<file path="src/rtl/cpu_bus_pkg.sv">
// Shared bus constants: widths, source count and the fixed source index map.
package cpu_bus_pkg;

  localparam int DATA_W = 32;
  localparam int NSRC   = 24;
  localparam int ENC_W  = 5;
  localparam int CNT_W  = 8;

  localparam logic [CNT_W-1:0] CNT_MAX = '1;

  localparam int SRC_R0     = 0;
  localparam int SRC_R15    = 15;
  localparam int SRC_HI     = 16;
  localparam int SRC_LO     = 17;
  localparam int SRC_ZHIGH  = 18;
  localparam int SRC_ZLOW   = 19;
  localparam int SRC_PC     = 20;
  localparam int SRC_MDR    = 21;
  localparam int SRC_INPORT = 22;
  localparam int SRC_CSIGN  = 23;

endpackage

</file>
<file path="src/rtl/prio_enc_onehot.sv">
// Priority encoder: lowest asserted request wins; also flags any/multiple requests.
module prio_enc_onehot
  import cpu_bus_pkg::*;
#(
  parameter int N     = NSRC,
  parameter int IDX_W = ENC_W
) (
  input  logic [N-1:0]     req_i,
  output logic [IDX_W-1:0] idx_o,
  output logic             any_o,
  output logic             multi_o
);

  always_comb begin
    // NOTE: every output gets a default first so this block can never infer a latch.
    idx_o = '0;
    for (int i = N - 1; i >= 0; i--) begin
      if (req_i[i]) idx_o = IDX_W'(i);
    end
  end

  assign any_o   = |req_i;
  // Clearing the lowest set bit leaves something only if two or more were set.
  assign multi_o = |(req_i & (req_i - N'(1)));

endmodule

</file>
<file path="src/rtl/bus_mux_reg.sv">
// Registered bus multiplexer with keeper and optional contention monitor.
// Contention detection is built only when BUS_CONTENTION_CHK_EN is defined.
module bus_mux_reg
  import cpu_bus_pkg::*;
#(
  parameter int DATA_W = cpu_bus_pkg::DATA_W,
  parameter int NSRC   = cpu_bus_pkg::NSRC
) (
  input  logic                   clk,
  input  logic                   clr,
  input  logic [NSRC*DATA_W-1:0] src_data,
  input  logic [NSRC-1:0]        src_sel,
  input  logic                   clr_err,
  output logic [DATA_W-1:0]      bus_mux_out,
  output logic [ENC_W-1:0]       enc_code,
  output logic                   bus_valid,
  output logic                   contention,
  output logic [CNT_W-1:0]       contention_cnt
);

  logic [ENC_W-1:0]  sel_idx;
  logic              sel_any;
  logic              sel_multi;

  logic [DATA_W-1:0] bus_q, bus_d;
  logic [ENC_W-1:0]  enc_q, enc_d;
  logic              valid_q, valid_d;

  prio_enc_onehot #(
    .N     (NSRC),
    .IDX_W (ENC_W)
  ) u_prio_enc (
    .req_i   (src_sel),
    .idx_o   (sel_idx),
    .any_o   (sel_any),
    .multi_o (sel_multi)
  );

  // With no source enabled the previous word is kept.
  always_comb begin
    bus_d   = bus_q;
    enc_d   = enc_q;
    valid_d = sel_any;
    if (sel_any) begin
      bus_d = src_data[int'(sel_idx)*DATA_W +: DATA_W];
      enc_d = sel_idx;
    end
  end

  // NOTE: state registers use non-blocking assignments so every flop samples pre-edge values.
  always_ff @(posedge clk or posedge clr) begin
    if (clr) begin
      bus_q   <= '0;
      enc_q   <= '0;
      valid_q <= 1'b0;
    end else begin
      bus_q   <= bus_d;
      enc_q   <= enc_d;
      valid_q <= valid_d;
    end
  end

  assign bus_mux_out = bus_q;
  assign enc_code    = enc_q;
  assign bus_valid   = valid_q;

`ifdef BUS_CONTENTION_CHK_EN
  logic             cont_q, cont_d;
  logic [CNT_W-1:0] cnt_q, cnt_d;

  // A clear on the same edge as a contention wins over it.
  always_comb begin
    cont_d = cont_q;
    cnt_d  = cnt_q;
    if (clr_err) begin
      cont_d = 1'b0;
      cnt_d  = '0;
    end else if (sel_multi) begin
      cont_d = 1'b1;
      if (cnt_q != CNT_MAX) cnt_d = cnt_q + 1'b1;
    end
  end

  always_ff @(posedge clk or posedge clr) begin
    if (clr) begin
      cont_q <= 1'b0;
      cnt_q  <= '0;
    end else begin
      cont_q <= cont_d;
      cnt_q  <= cnt_d;
    end
  end

  assign contention     = cont_q;
  assign contention_cnt = cnt_q;
`else
  logic unused_contention_inputs;
  assign unused_contention_inputs = ^{clr_err, sel_multi};

  assign contention     = 1'b0;
  assign contention_cnt = '0;
`endif

endmodule

</file>
<file path="config.mk">
export PLATFORM = sky130hd
export DESIGN_NAME = bus_mux_reg
export DESIGN_NICKNAME = d
export VERILOG_FILES = /design/src/rtl/cpu_bus_pkg.sv /design/src/rtl/prio_enc_onehot.sv /design/src/rtl/bus_mux_reg.sv
export SDC_FILE = /design/constraint.sdc
export NUM_CORES = 1
export LEC_CHECK = 0
export CAP_MARGIN = 20
export CORE_AREA = 10 10 322 324
export DETAILED_ROUTE_END_ITERATION = 10
export DIE_AREA = 0 0 332 334
export PLACE_DENSITY = 0.4
export RECOVER_POWER = 50
export SLEW_MARGIN = 20
export SYNTH_ARGS = -nofsm -noshare
export SYNTH_HDL_FRONTEND = slang
export SYNTH_SLANG_ARGS = --single-unit
</file>
<file path="constraint.sdc">
create_clock -name clk -period 1.42 [get_ports clk]
set_input_delay 0.142 -clock clk [delete_from_list [all_inputs] [get_ports clk]]
set_output_delay 0.142 -clock clk [all_outputs]
set_load 0.02 [all_outputs]
</file>
==> results.md, run 1 <==
- Status: finished with violations
- Failing checks: negative setup slack
- Critical path's slowest cell: mux4_2
- Yosys reg bits: 38
- CTS H-tree depth: 2
- Remaining antenna violation count: 0
- CTS Buf Count: 5
- Cells after Synth: approximately 860
- Post-detail-place hpwl: 94.8 mm
- Levels on crit path: 13
- Synth Warn #: 0
- Post-synthesis xor/xnor area fraction: 0
- CP Capture Type: flip-flop
- Vias/cell: 4.08
- Core ar.: 97600 um^2
- Max-slew violations: 0
- I/O Buffers: about 830
- First-pass GRT wire length: between 100 and 150 mm
- Layout cells sized above 1: 0.316
- # IOs: approximately 840
- Register area share after synthesis: 0.116
- CP top delay family: compound AO/OA/AOI/OAI gates
- Share of the synthesized area in the top cell type: 0.342
- Crit-path max FO: 5
- Post-route setup slack: -1.06 ns
- Flop-to-flop setup slack: 0.08 ns
- Area Overhead vs Synth: 165%
- Max Clock Freq: about 400 MHz
- PD cells: 430 nW/um^2
- Worst path bufs/invs: 6
- Total chip power: 9.31 mW
- FF-to-FF path depth: 5
- All-Layer GR Usage: 0.186
- VDD IR max: around 0.00041 V
- Critical R2R Launch: bus_mux_out[25]$_DFFE_PP0P_
- Initial antenna violation count: a little over 80
- Wire per inst: approximately 34 um
- Synth Area in Compound Gates: 0.198
- Count leader, synth: nand2_1
- Period utilization: 1.75
- Leading post-synthesis cells by cell area: mux4_2 34%, dfrtp_1 12%, mux2i_1 6.7%, nand2_1 5.9%, nand3_1 3.5%
- Hold Fails Final Rpt: 0
- Total grt overflow: 0
- Pin count of the biggest net entering global routing: 39
- Largest family of logic cells by synthesized area: multiplexers
- Arrival @ worst endpoint: roughly 2.7 ns
- Final #Nets: 2679
- Rel. slew slack: 0.427
- Post-synth top cells: 128 x nand2_1, 124 x mux4_2, 57 x nand3_1, 55 x mux2i_1, 41 x a21oi_1
- Non-filler instance count after layout: about 3200
- Final worst path period need: between 2 and 2.5 ns
- Cell Rows: ~120
- Clock latency on the worst-skew pair: 0.33 ns
- Main flop type after synthesis: dfrtp_1
- Mux cell area share after synthesis: 0.427
- Leading area contributor after synthesis: mux4_2
- Hold Slack: approximately 0.47 ns
- Final Util: 0.222
- Critical path's largest stage delay: around 0.53 ns
- DIE HEIGHT: 334 um
- Hold Path Class: flip-flop to flip-flop
- Adder-cell share of the synthesized area: 0
- Via count: around 13000
- DRC errors left: 0
- CTS tree: done
- CTS Sinks: 38
- Filler cells: ~11000
- Post-Syn Area per Cell: about 9.5 um^2
- Seq. cell area: between 900 and 1000 um^2
- Leak pwr: about 8 nW
- CTS clk-pin slew, worst paths: approximately 0.090 ns
- Dpl cell area: a little under 20000 um^2
- CP Cell Sequence: buf_6 -> or2_4 -> o311a_4 -> o31ai_4 -> buf_12 -> buf_4 -> buf_12 -> buf_6 -> mux4_2 -> a22o_1 -> a21oi_1 -> buf_4 -> nand3_2
- Root buf cell: clkbuf_16
- Iter 0 DRT Violations: between 600 and 700
- Die area: 111000 um^2
- Max-cap violations: 0
- RR Endpoint: bus_mux_out[25]$_DFFE_PP0P_
- Crit path required time: ~1.7 ns
- Multi-input logic area: roughly 7600 um^2
- Endpoints failing setup: 38
- CTS max path bufs: 2
- Synth Cell Area: approximately 8200 um^2
- Post-route cell area: ~22000 um^2
- Worst Clk Skew: between 0.001 and 0.0015 ns
- Vias in the first global route: roughly 15000
- Number of synthesized flops with an enable pin: 0
- Placer Congestion: about 0.93
- Crit start category: input pin
- Placed Cells: 3110
- Detailed Routing Iterations Pass 1: 4
- Path type of the worst setup path: input pin to flip-flop
- RSZ-0062 raised after global routing: yes
- Critical path startpoint: src_sel[15]
- Die W: 332 um
- Distinct cells, synth: 63
- FFs w/ async S/R, synth: 1.00
- Worst slew pin tran: 0.859 ns
- DRT Wirelength: between 100 and 150 mm
- Critical Path End: bus_mux_out[11]$_DFFE_PP0P_
- Starting Density: 0.0838
- Simple-Gate Fraction of Synth Area: 0.180
## tightest hold or removal path: stages, from the launching register on
cell     delay [ns]
dfrtp_1        0.34
nand2_1        0.05
nand2_1        0.05
## worst min-delay path by stage
stage / startpoint / end / slack (ns) / cells past startpoint
3_3_place_gp: enc_code[0]$_DFFE_PP0P_ / enc_code[0]$_DFFE_PP0P_ / 0.46 / 2
4_1_cts: clr / enc_code[0]$_DFFE_PP0P_ / 0.18 / 3
2_1_floorplan: clr / bus_mux_out[0]$_DFFE_PP0P_ / 0.33 / 1
6_report: enc_code[0]$_DFFE_PP0P_ / enc_code[0]$_DFFE_PP0P_ / 0.47 / 2
3_5_place_dp: enc_code[0]$_DFFE_PP0P_ / enc_code[0]$_DFFE_PP0P_ / 0.46 / 2
5_1_grt: enc_code[0]$_DFFE_PP0P_ / enc_code[0]$_DFFE_PP0P_ / 0.50 / 2
## routing by layer
metal / up-vias / routed length [um] / track usage
li1: 5578 / - / -
met1: 6470 / 38700 / 0.190
met2: 747 / 61100 / 0.376
met3: 184 / 6680 / 0.0458
met4: 12 / 2700 / 0.0324
met5: - / 66 / 0
## per-stage QoR
stage | setup TNS (ns) | setup slack [ns]
3_5_place_dp | -66.74 | -2.27
2_1_floorplan | -29.76 | -0.975
4_1_cts | -34.38 | -1.13
6_report | -33.11 | -1.06
3_3_place_gp | -66.36 | -2.26
5_1_grt | -35.43 | -1.14
## repair_timing
action | CTS | global route
resized for setup | 287 | 71
hold buffers | 0 | 0
pin swaps | 70 | 42
endpoints found under the setup margin | 72 | 38
cloned | 7 | 3
setup buffers | 42 | 13
## report_power, final
group	switching (mW)	total, mW	internal, mW
clock network	0.766	1.60	0.838
logic	2.52	6.38	3.85
registers	0.122	1.33	1.21
## sequential cells by signal, summed over array words and instances, names as in the netlist
name / cells
bus_mux_out: 32
bus_valid: 1
enc_code: 5
## placed cells by master (no fill, tap or decap), drive strengths merged, types with 7 or more instances in the layout
cell | Yosys | layout
nor3b | 11 | 11
o31ai | 8 | 8
mux4 | 124 | 124
nor3 | 13 | 13
mux2 | 13 | 13
dfrtp | 38 | 38
nand3 | 57 | 57
nor2b | 9 | 9
inv | 13 | 12
a211oi | 26 | 26
a22o | 23 | 23
nor4 | 17 | 17
dlygate4sd2 | 0 | 33
a22oi | 20 | 20
a32oi | 21 | 21
buf | 68 | 293
clkbuf | 28 | 11
diode | 0 | 10
and3 | 12 | 12
o22ai | 11 | 11
o21ai | 10 | 10
conb | 1 | 9
a21oi | 42 | 42
a221oi | 7 | 7
clkdlybuf4s50 | 0 | 768
nor2 | 30 | 30
a311oi | 11 | 11
mux2i | 55 | 55
nand2 | 129 | 129
a2111oi | 9 | 9
## kinds of logic (layout without fill, tap and decap cells)
family	Yosys count	in the layout
compound gates	216	216
mux	192	192
flops	38	38
simple gates	301	301
buf+inv	109	1129
other cells	1	19
## layout make-up
| class | instances | area share |
|---|---|---|
| inverter | 13 | 0.00301 |
| clock buffer | 5 | 0.00578 |
| tap | 1287 | 0.0744 |
| sequential | 38 | 0.0439 |
| timing repair buffer | 1108 | 0.518 |
| clock inverter | 3 | 0.00208 |
| multi-input combinational | 718 | 0.351 |
| antenna | 10 | 0.00116 |
Power figures use the tool's default switching activity.
==> run 2, diff against run 1 <==
- SLEW_MARGIN: 20 -> 30
==> results of run 2 <==
The final DEF is identical to that of run 1; final timing and power are the same.
==> run 3, diff against run 2 <==
- HOLD_SLACK_MARGIN: unset -> 0.05
==> results of run 3 <==
The final DEF is identical to that of run 1; final timing and power are the same.
